**src/rtl/key_evt_pkg.sv**
```systemverilog
// key_evt_pkg: shared types, limits and round-robin pick helper for key_event_scheduler
package key_evt_pkg;
  localparam int MAX_N = 16;
  localparam int MAX_IW = 4;
  localparam int DCNT_W_DEF = 8;
  localparam int DROP_SAT_DEF = 2 ** DCNT_W_DEF - 1;
  typedef enum logic {IDLE = 1'b0, HOLD = 1'b1} state_t;
  typedef struct packed {
    logic found;
    logic [MAX_IW-1:0] idx;
  } rr_t;
  function automatic rr_t rr_pick(logic [MAX_N-1:0] req, logic [MAX_IW-1:0] ptr, int n);
    rr_t r;
    int k;
    r = '0;
    for (int o = MAX_N - 1; o >= 0; o--) begin
      if (o < n) begin
        k = int'(ptr) + o;
        if (k >= n) k -= n;
        if (req[k]) begin
          r.found = 1'b1;
          r.idx = k[MAX_IW-1:0];
        end
      end
    end
    return r;
  endfunction
endpackage

```
**src/rtl/key_event_scheduler_if.sv**
```systemverilog
// key_evt_if: valid/ready event port between the scheduler and its consumer
interface key_evt_if #(parameter int CODE_W = 2) ();
  logic evt_valid;
  logic evt_ready;
  logic [CODE_W-1:0] evt_code;
  modport master (output evt_valid, output evt_code, input evt_ready);
  modport slave (input evt_valid, input evt_code, output evt_ready);
endinterface

```
**src/rtl/rr_arbiter.sv**
```systemverilog
// rr_arbiter: combinational round-robin picker, search starts at ptr and wraps N-1 -> 0
module rr_arbiter
  import key_evt_pkg::*;
#(
  parameter int N = 4,
  parameter int CODE_W = 2
) (
  input  logic [N-1:0]      req,
  input  logic [CODE_W-1:0] ptr,
  output logic              gnt_valid,
  output logic [CODE_W-1:0] gnt_idx
);
  rr_t pick;
  // first requester at or after ptr, cyclically
  always_comb begin
    pick = rr_pick(MAX_N'(req), MAX_IW'(ptr), N);
  end
  assign gnt_valid = pick.found;
  assign gnt_idx = CODE_W'(pick.idx);
endmodule

```
**src/rtl/key_event_scheduler.sv**
```systemverilog
// key_event_scheduler: queues debounced key pulses and issues them round-robin over valid/ready; DROP_CNT_EN adds drop_cnt
module key_event_scheduler
  import key_evt_pkg::*;
#(
  parameter int N = 4,
  parameter int CODE_W = 2,
  parameter int DCNT_W = DCNT_W_DEF
) (
  input  logic              clk,
  input  logic              rst_n,
  input  logic [N-1:0]      key_pulse,
  key_evt_if.master         evt,
  output logic              evt_drop,
`ifdef DROP_CNT_EN
  output logic [DCNT_W-1:0] drop_cnt,
`endif
  output logic [N-1:0]      pending
);
  state_t state_q, state_d;
  logic [N-1:0] pending_q, pending_d, load_mask, drop_vec;
  logic [CODE_W-1:0] code_q, code_d, ptr_q, ptr_d, gnt_idx;
  logic drop_q, drop_d, gnt_valid, load;

  rr_arbiter #(.N(N), .CODE_W(CODE_W)) u_arb (
    .req(pending_q),
    .ptr(ptr_q),
    .gnt_valid(gnt_valid),
    .gnt_idx(gnt_idx)
  );

  // load on idle, or on a handshake in HOLD; this cycle's pulses only reach the arbiter next cycle
  always_comb begin
    load = gnt_valid && (state_q == IDLE || evt.evt_ready);
    load_mask = load ? {{(N-1){1'b0}}, 1'b1} << gnt_idx : '0;
    drop_vec = key_pulse & pending_q & ~load_mask;
    pending_d = (pending_q & ~load_mask) | key_pulse;
    drop_d = |drop_vec;
    state_d = (load || (state_q == HOLD && !evt.evt_ready)) ? HOLD : IDLE;
    code_d = load ? gnt_idx : code_q;
    ptr_d = load ? (gnt_idx == CODE_W'(N - 1) ? '0 : gnt_idx + 1'b1) : ptr_q;
  end

  // scheduler state, pending flags, output register and pointer
  always_ff @(posedge clk or negedge rst_n) begin
    if (!rst_n) begin
      state_q <= IDLE;
      pending_q <= '0;
      code_q <= '0;
      ptr_q <= '0;
      drop_q <= 1'b0;
    end else begin
      state_q <= state_d;
      pending_q <= pending_d;
      code_q <= code_d;
      ptr_q <= ptr_d;
      drop_q <= drop_d;
    end
  end

`ifdef DROP_CNT_EN
  localparam logic [DCNT_W-1:0] DROP_SAT = '1;
  logic [DCNT_W-1:0] cnt_q, cnt_d;
  logic [DCNT_W+4:0] sum;
  // add the number of keys dropped this cycle, saturating at all-ones
  always_comb begin
    sum = (DCNT_W + 5)'(cnt_q);
    for (int i = 0; i < N; i++) sum = sum + (DCNT_W + 5)'(drop_vec[i]);
    cnt_d = (sum > (DCNT_W + 5)'(DROP_SAT)) ? DROP_SAT : sum[DCNT_W-1:0];
  end
  // drop counter register, cleared only by reset
  always_ff @(posedge clk or negedge rst_n) begin
    if (!rst_n) cnt_q <= '0;
    else cnt_q <= cnt_d;
  end
  assign drop_cnt = cnt_q;
`endif

  assign evt.evt_valid = (state_q == HOLD);
  assign evt.evt_code = code_q;
  assign evt_drop = drop_q;
  assign pending = pending_q;
endmodule

```
**src/flat_wrapper.sv**
```systemverilog
// flat-port wrapper written by rule: the top's interface ports become plain ports
module key_event_scheduler_flat import key_evt_pkg::*;
#(
  parameter int N = 4,
  parameter int CODE_W = 2,
  parameter int DCNT_W = DCNT_W_DEF
)
  (clk, rst_n, key_pulse, evt_drop, pending, evt_evt_valid, evt_evt_code, evt_evt_ready);
  key_evt_if #(.CODE_W(CODE_W)) evt_i ();
  input  logic clk;
  input  logic rst_n;
  input  logic [N-1:0] key_pulse;
  output logic evt_drop;
  output logic [N-1:0] pending;
  output wire logic [$bits(evt_i.evt_valid)-1:0] evt_evt_valid;
  output wire logic [$bits(evt_i.evt_code)-1:0] evt_evt_code;
  input wire logic [$bits(evt_i.evt_ready)-1:0] evt_evt_ready;
  assign evt_evt_valid = evt_i.evt_valid;
  assign evt_evt_code = evt_i.evt_code;
  assign evt_i.evt_ready = evt_evt_ready;
  key_event_scheduler #(.N(N), .CODE_W(CODE_W), .DCNT_W(DCNT_W)) u_core (.clk(clk), .rst_n(rst_n), .key_pulse(key_pulse), .evt(evt_i), .evt_drop(evt_drop), .pending(pending));
endmodule
```
**config.mk**
```make
export PLATFORM = sky130hd
export DESIGN_NAME = key_event_scheduler_flat
export DESIGN_NICKNAME = d
export VERILOG_FILES = /design/src/rtl/key_evt_pkg.sv /design/src/rtl/key_event_scheduler_if.sv /design/src/rtl/rr_arbiter.sv /design/src/rtl/key_event_scheduler.sv /design/src/flat_wrapper.sv
export SDC_FILE = /design/constraint.sdc
export NUM_CORES = 1
export LEC_CHECK = 0
export ABC_AREA = 1
export CORE_MARGIN = 2
export CORE_UTILIZATION = 50
export DETAILED_ROUTE_END_ITERATION = 8
export DONT_BUFFER_PORTS = 1
export GPL_TIMING_DRIVEN = 0
export PLACE_DENSITY = 0.69
export SYNTH_ARGS = -nofsm -noshare
export SYNTH_HDL_FRONTEND = slang
export SYNTH_SLANG_ARGS = --single-unit
export TNS_END_PERCENT = 30
```
**constraint.sdc**
```tcl
create_clock -name clk -period 3.42 [get_ports clk]
set_input_delay 0.855 -clock clk [delete_from_list [all_inputs] [get_ports clk]]
set_output_delay 0.855 -clock clk [all_outputs]
set_load 0.01 [all_outputs]
```
==> results.md <==
* Clock-pin slew on the worst setup and hold paths at 70 ps
* CTS Hold Bufs at 0
* Synth Area per Inst at 7.531 µm²
* Tmin final at 2436 ps
* Post-Syn Area at 790.8 µm²
* R2R Path Start: u_core.ptr_q[0]
* PortBufs at 0
* Num rows at 14
* Post-route design area at 833.3 µm²
* Number of synthesized register bits at 10
* Worst-case reg-to-reg path depth at 14
* Crit. End Element: flip-flop
* Reg2reg end: u_core.evt_drop
* Largest net degree at the start of global routing at 11
* Status: completed
* Maxcap violations at 0
* Core Box Area at 1489 µm²
* Worst Skew at 8.253 ps
* RSZ-0062 raised after global routing: false
* Syn Nets at 121
* Number of remaining DRC errors at 0
* Pre-antenna DRT Iters at 4
* Clock Tree Root: clkbuf_4
* Total GRT Usage at 19.07%
* CTS tree: yes
* Longest Clk Path Bufs at 2
* Worst Path Arrival at 2600 ps
* Flop2flop setup slack at 980 ps
* ANT cells at 0
* Die span in x at 43.77 µm
* Asr flop ratio synth at 100.0%
* VDD IR-drop max at 0.0004958 V
* Vias at 642
* Max-slew violation count at 0
* ANT nets after route at 0
* Routed WL at 1427 µm
* Final hold viol count at 0
* Area post-placement at 810.8 µm²
* EDFF count, synth at 0
* Syn-to-layout area delta at 5.380%
* Setup violators final at 0
* Post-DP HPWL at 1163 µm
* Nets@finish at 126
* Initial antenna violation count at 0
* Clock Latency Late Sink at 260 ps
* Power per Cell Area at 1145 nW/µm²
* Fmax at 410.5 MHz
* Worst-path maximum fanout at 9
* GPL Wtd Cong at 0.9199
* Critical path class: flip-flop to flip-flop
* Vias in the first global route at 629
* Fin crit share at 71.23%
* Post-synthesis cell count at 105
* Register area share after synthesis at 31.65%
* Most frequent cells in the layout: nand2_1 (29), inv_1 (16), nand3_1 (13), dfrtp_1 (10), ha_1 (9)
* CTS buffer count at 3
* First-pass GRT wire length at 2691 µm
* Die ar. at 1916 µm²
* Vias per cell at 5.177
* Post-synth cell types at 19
* DRT iter0 DRCs at 2
* Setup Fix Bufs, Post-CTS at 0
* Sink Count at 10
* Ys flop type: dfrtp_1
* Worst Max-Slew Pin Slew at 310.7 ps
* Total negative slack at 0 ps
* Most common cell after layout, fill and taps aside: nand2_1
* Post-CTS sizing at 0
* I/O pins at 15
* GRT overflow at 0
* Wirelength per Cell at 11.51 µm
* H-tree depth at 1
* Required time of the worst setup path at 3580 ps
* Layout cell share with drive strength beyond 1 at 15.74%
* DIE HEIGHT at 43.77 µm
* Crit start category: flip-flop
* Worst rel slew slack at 79.29%
* Syn. warnings at 0
* P_leak at 0.4765 nW
* Min-delay worst type: input pin to asynchronous set/reset pin
* Initial Util at 53.11%
[registers in the layout (all words and copies together) (netlist names)]
| name | cells |
|---|---|
| u_core.evt.evt_valid | 1 |
| u_core.evt.evt_code | 2 |
| u_core.ptr_q | 2 |
| u_core.pending | 4 |
| u_core.evt_drop | 1 |
[cells in the mapped netlist (3+ instances only)]
master | count | area, µm²
nand3_1 | 13 | 65.06
inv_1 | 16 | 60.06
nand3_2 | 3 | 30.03
nor2_1 | 4 | 15.01
ha_1 | 9 | 112.6
nand2_1 | 29 | 108.9
a21o_1 | 4 | 30.03
o21ai_1 | 3 | 15.01
dfrtp_1 | 10 | 250.2
inv_2 | 3 | 11.26
nand2_2 | 3 | 18.77
[per-stage QoR]
stage               hold slack (ps)  utilization [%]  instances  worst slack, ps  power, mW
floorplan                     513.6                -        105             1320     0.7626
global placement              536.5            54.45        121             1067     0.8554
detailed placement            541.6            54.45        121             1001     0.8778
CTS                           272.1            55.97        124            981.4     0.9634
global route                  270.2            55.97        124            626.3      1.089
finish                        279.0            55.97        124            984.0     0.9538
[critical path, stage by stage (launching register included)]
cell and delay, ps:
dfrtp_1 520, inv_2 140, ha_1 370, inv_1 80
nand3_1 100, nand3_2 160, o31ai_1 310, nor2_2 110
inv_1 90, ha_1 140, nand3_1 90, nand2_1 80
nand2_1 50, inv_1 40, nand2_1 40
[worst max-delay path by stage]
| stage | cells after the start | slack, ps | to | from |
|---|---|---|---|---|
| 2_1_floorplan | 14 | 1320 | u_core.evt_drop | u_core.ptr_q[0] |
| 3_3_place_gp | 14 | 1070 | u_core.evt_drop | u_core.ptr_q[0] |
| 3_5_place_dp | 14 | 1000 | u_core.evt_drop | u_core.ptr_q[0] |
| 4_1_cts | 14 | 980 | u_core.evt_drop | u_core.ptr_q[0] |
| 5_1_grt | 14 | 630 | u_core.evt_drop | u_core.ptr_q[0] |
| 6_report | 14 | 980 | u_core.evt_drop | u_core.ptr_q[0] |
[metal layers]
layer	vias to the layer above	global-route usage (%)	routed length (µm)	share of wire, %
met5	-	0	0	0
met4	0	13.33	23	1.6
met3	4	2.083	45	3.2
met2	13	28.82	700	49
met1	288	25.33	658	46
li1	337	-	-	-
[final cells by class]
| class | count | area (µm²) |
|---|---|---|
| sequential | 10 | 250.2 |
| fill | 140 | 655.6 |
| tap | 16 | 20.02 |
| clock buffer | 3 | 22.52 |
| multi-input combinational | 76 | 469.2 |
| inverter | 19 | 71.32 |
[report_power, final]
group	internal, mW	switching, mW	leakage, nW
logic	0.215	0.399	0.357
clock network	0.0405	0.0386	0.0138
registers	0.171	0.0894	0.105
[cells by family (layout without fill, tap and decap cells)]
family	Yosys count	count (layout)	synth area share [%]
DFF	10	10	31.65
AOI/OAI and AO/OA	10	10	8.386
buffers and inverters	19	22	9.019
and+or+nand+nor	57	57	36.71
adders and majority gates	9	9	14.24
Note: power is estimated with default switching activity, not from simulation.
==> patch 1 (same settings) <==
Set the package constant `MAX_IW` to 2 (it was 4).
--- a/src/rtl/key_evt_pkg.sv
+++ b/src/rtl/key_evt_pkg.sv
@@ -2,5 +2,5 @@
 package key_evt_pkg;
   localparam int MAX_N = 16;
-  localparam int MAX_IW = 4;
+  localparam int MAX_IW = 2;
   localparam int DCNT_W_DEF = 8;
   localparam int DROP_SAT_DEF = 2 ** DCNT_W_DEF - 1;
Check against the original RTL: equivalent (equiv_simple and equiv_induct, registers matched by name and starting in step).
==> patch 1 against the original RTL <==
- first-iteration DRC count increased to 8.0 times the old value
- critical path depth up 1
- clock power is essentially flat
- largest power group unchanged
- sequential cell count stayed put
- final area grew 1.4%
- worst setup slack gained 0.0099 ns
- clock skew down 0.0071 ns
- fmax is 0.41% higher
- via count rose by 3.0%
- routed wire length increased by 0.98%
- highest routed layer unchanged
- power is 1.7% lower
- critical endpoint unchanged
- area after synthesis increased by 1.4%
- global-route usage is 0.82 points lower
==> patch 1: results (changes against the original RTL) <==
Post-CTS Resized: 0 (unchanged)
largest net degree at the start of global routing: 11 (unchanged)
WL final: 1440 um (+0.98%)
Avg Inst Size Synth: 7.50 um2 (-0.47%)
Vias/cell: 5.25 (+1.3%)
number of buffers created by CTS: 3 (unchanged)
clk_lat worst skew: 0.26 ns (about the same)
met3 GRT Util: 1.22% (-0.86 points)
max-slew violations: 0 (unchanged)
Worst-path clk slew: 0.06 ns
Commonest cells post-synth: nand2_1 (28), inv_1 (17), nand3_1 (13), dfrtp_1 (10), ha_1 (9)
GP Congestion: 0.888 (-3.5%)
HPWL Detailed: 1210 um (+4.0%)
Yosys warning count: 0 (unchanged)
Cells after DPL: 123 (+1.7%)
Reg2Reg Capture Point: u_core.evt_drop
Final Skew: 0.00116 ns (-0.00710 ns)
Layout Nets: 128 (+1.6%)
LEAKAGE: 0.483 nW (+1.3%)
Initial DRC Count: 16 (+14)
relative slew slack: 79.4% (+0.16 points)
final period utilization: 70.9% (-0.29 points)
initial antenna violation count: 0 (unchanged)
max FFs per register: 4 (unchanged)
htree depth: 1 (unchanged)
number of global-route vias before repair: 614 (-2.4%)
crit path from: u_core.ptr_q[0]
critical path arrival: 2.63 ns (+0.03 ns)
maximum VDD drop: 0.000477 V (-3.8%)
global-route wire length before repair: 2550 um (-5.1%)
Register-to-Register Path Depth: 15 (+1)
Hold Path Class: input port to asynchronous set/reset pin
Post-CTS Setup Repair Bufs: 0 (unchanged)
layout cells sized above 1: 18.2% (+2.4 points)
R2R setup slack: 0.99 ns
prevailing post-synth register cell: dfrtp_1
CTS root buf: clkbuf_4
sequential share of the synthesized area: 31.2% (-0.44 points)
status: finished, final reports clean
Reg-to-Reg Start: u_core.ptr_q[0]
non-filler cells, final: 126 (+1.6%)
met2 Use GR: 29.4% (+0.59 points)
GRT Total Usage: 18.3% (-0.82 points)
# diodes: 0 (unchanged)
Longest Clk Path Bufs: 2 (unchanged)
met1 Resource Use GR: 23.3% (-2.0 points)
asr flop ratio synth: 100% (unchanged)
# port buffers: 0 (unchanged)
WS Path Type: register to register
ranking of synthesized cells by area: dfrtp_1 (31%), ha_1 (14%), nand2_1 (13%)
Netlist cell types: 17 (-2)
[patch 1: worst min-delay path by stage]
stage	endpoint	from	cells after the start	slack [ns]
after floorplan	u_core.evt.evt_code[1]	u_core.evt.evt_code[1]	2	0.52
after global placement	u_core.evt.evt_code[1]	u_core.evt.evt_code[1]	2	0.54
after detailed placement	u_core.evt.evt_code[1]	u_core.evt.evt_code[1]	2	0.54
after CTS	u_core.evt.evt_code[0]	rst_n	0	0.27
after global routing	u_core.pending[0]	rst_n	0	0.27
final	u_core.evt.evt_code[0]	rst_n	0	0.28
[patch 1: through the flow]
| step | setup slack, ns | hold slack, ns | area [um2] |
|---|---|---|---|
| finish | 0.994 | 0.280 | 845 |
| global placement | 1.02 | 0.539 | 822 |
| detailed placement | 0.986 | 0.541 | 822 |
| global route | 0.682 | 0.266 | 845 |
| CTS | 0.969 | 0.268 | 845 |
| floorplan | 1.30 | 0.515 | 802 |
[patch 1: logic make-up after synthesis]
| kind of cell | count (synthesis) | synth area share (%) |
|---|---|---|
| and+or+nand+nor | 58 | 36.7 |
| buffers and inverters | 20 | 9.36 |
| AOI/OAI and AO/OA | 10 | 8.74 |
| DFF | 10 | 31.2 |
| adders and majority gates | 9 | 14.0 |
[patch 1: worst max-delay path: stages (launching register included)]
cell and delay, ns:
dfrtp_1 0.52, inv_2 0.15, ha_1 0.38, inv_1 0.08
nand3_1 0.10, nand3_2 0.16, nand3_1 0.13, nor2_1 0.05
nor2_2 0.20, inv_1 0.09, ha_1 0.20, nand3_1 0.10
nand2_1 0.06, nand2_1 0.06, inv_1 0.04, nand2_1 0.05
[patch 1: power breakdown]
group          internal (mW)  switching (mW)
combinational          0.214           0.393
sequential             0.169          0.0824
clock                 0.0406          0.0388
[patch 1: area by class of cell]
class | count | area, um2
inverters | 20 | 75.1
clock buffers | 3 | 22.5
flip-flops and latches | 10 | 250
well taps | 16 | 20.0
fillers | 148 | 662
multi-input cells | 77 | 477
[patch 1: per-layer routing]
layer | share of wire (%) | vias to the layer above | wire length [um]
met3 | 2.6 | 5 | 37
met2 | 49 | 10 | 706
met5 | 0 | - | 0
met4 | 2.7 | 0 | 39
met1 | 46 | 299 | 658
li1 | - | 347 | -
==> patch 2 (same settings) <==
Without the edit above. Add an input register stage for `key_pulse`; this delays it by one clock. The other inputs are not delayed to match.
--- a/src/rtl/key_event_scheduler.sv
+++ b/src/rtl/key_event_scheduler.sv
@@ -17,4 +17,11 @@
   output logic [N-1:0]      pending
 );
+
+  logic [N-1:0] key_pulse_q;
+
+  always_ff @(posedge clk) begin
+    key_pulse_q <= key_pulse;
+  end
+
   state_t state_q, state_d;
   logic [N-1:0] pending_q, pending_d, load_mask, drop_vec;
@@ -33,6 +40,6 @@
     load = gnt_valid && (state_q == IDLE || evt.evt_ready);
     load_mask = load ? {{(N-1){1'b0}}, 1'b1} << gnt_idx : '0;
-    drop_vec = key_pulse & pending_q & ~load_mask;
-    pending_d = (pending_q & ~load_mask) | key_pulse;
+    drop_vec = key_pulse_q & pending_q & ~load_mask;
+    pending_d = (pending_q & ~load_mask) | key_pulse_q;
     drop_d = |drop_vec;
     state_d = (load || (state_q == HOLD && !evt.evt_ready)) ? HOLD : IDLE;
Function: changed (a bounded check fails within 4 cycles, from zero or initial values and one cycle with rst_n low).
==> patch 2 against the original RTL <==
- final area up 20%
- sequential cell count up 4
- routed wire length up 17%
- power up 11%
- combinational power up 9.0%
- worst setup slack better by 0.050 ns
- area after synthesis up 20%
- largest cell class unchanged
==> patch 2: results (changes against the original RTL) <==
CP max stage delay: 0.42 ns (-0.10 ns)
GRT Total Usage: 18.1% (-0.94 points)
WL final: 1670 um (+17%)
asr flop ratio synth: 71.4% (-29 points)
Final Skew: 0.00720 ns (-0.00105 ns)
ranking of synthesized cells by area: dfrtp_1 (26%), ha_1 (12%), nand2_1 (11%)
Pre-antenna DRT Iters: 5 (+1)
clk_lat worst skew: 0.28 ns (+0.02 ns)
DP Area: 977 um2 (+21%)
CP max FO: 8 (-1)
Netlist cell types: 20 (+1)
critical path arrival: 2.56 ns (-0.04 ns)
HPWL Detailed: 1330 um (+15%)
number of global-route vias before repair: 658 (+4.6%)
met3 GRT Util: 3.02% (+0.94 points)
Vias: 684 (+6.5%)
GP Congestion: 0.798 (-13%)
met1 Resource Use GR: 22.9% (-2.4 points)
met2 Use GR: 30.3% (+1.4 points)
LEAKAGE: 0.543 nW (+14%)
Hold Slack: 0.259 ns (-0.0200 ns)
status: finished, final reports clean
relative slew slack: 82.2% (+2.9 points)
Initial DRC Count: 10 (+8)
sequential share of the synthesized area: 34.9% (+3.3 points)
global-route wire length before repair: 2790 um (+3.6%)
Reg-to-Reg Start: u_core.ptr_q[0]
-- patch 2: area by class of cell --
type / instances / area, um2
inverter: 19 / 78.8
clock buffer: 4 / 26.3
fill: 162 / 742
multi-input combinational: 78 / 526
sequential: 14 / 330
buffer: 1 / 11.3
tap: 25 / 31.3
-- patch 2: worst max-delay path by stage --
stage / endpoint / start / cells after the start / slack (ns)
5_1_grt: u_core.evt_drop / u_core.ptr_q[0] / 17 / 0.82
2_1_floorplan: u_core.evt_drop / u_core.ptr_q[0] / 17 / 1.33
3_3_place_gp: u_core.evt_drop / u_core.ptr_q[0] / 16 / 1.09
6_report: u_core.evt_drop / u_core.ptr_q[0] / 16 / 1.03
4_1_cts: u_core.evt_drop / u_core.ptr_q[0] / 16 / 1.03
3_5_place_dp: u_core.evt_drop / u_core.ptr_q[0] / 16 / 1.05
-- patch 2: kinds of logic after synthesis --
logic type / Yosys count / share of synthesized area (%)
AOI/OAI and AO/OA: 9 / 6.22
adders and majority gates: 9 / 11.9
buffers and inverters: 20 / 9.52
DFF: 14 / 34.9
and+or+nand+nor: 60 / 37.4
-- patch 2: power by group --
group	internal, mW	switching (mW)	leakage (nW)
Clock	0.0453	0.0494	0.0150
Combinational	0.238	0.431	0.388
Sequential	0.216	0.0788	0.139
-- patch 2: stage by stage --
| step | cells | util [%] | setup slack, ns |
|---|---|---|---|
| after floorplan | 112 | - | 1.33 |
| after global placement | 137 | 56.0 | 1.09 |
| after detailed placement | 137 | 56.0 | 1.05 |
| after CTS | 141 | 57.5 | 1.03 |
| after global routing | 141 | 57.5 | 0.823 |
| final | 141 | 57.5 | 1.03 |
-- patch 2: routing by layer --
layer,up-vias,routed length (um)
met1,305,743
met4,0,16
met2,17,847
met3,2,66
li1,360,-
met5,-,0
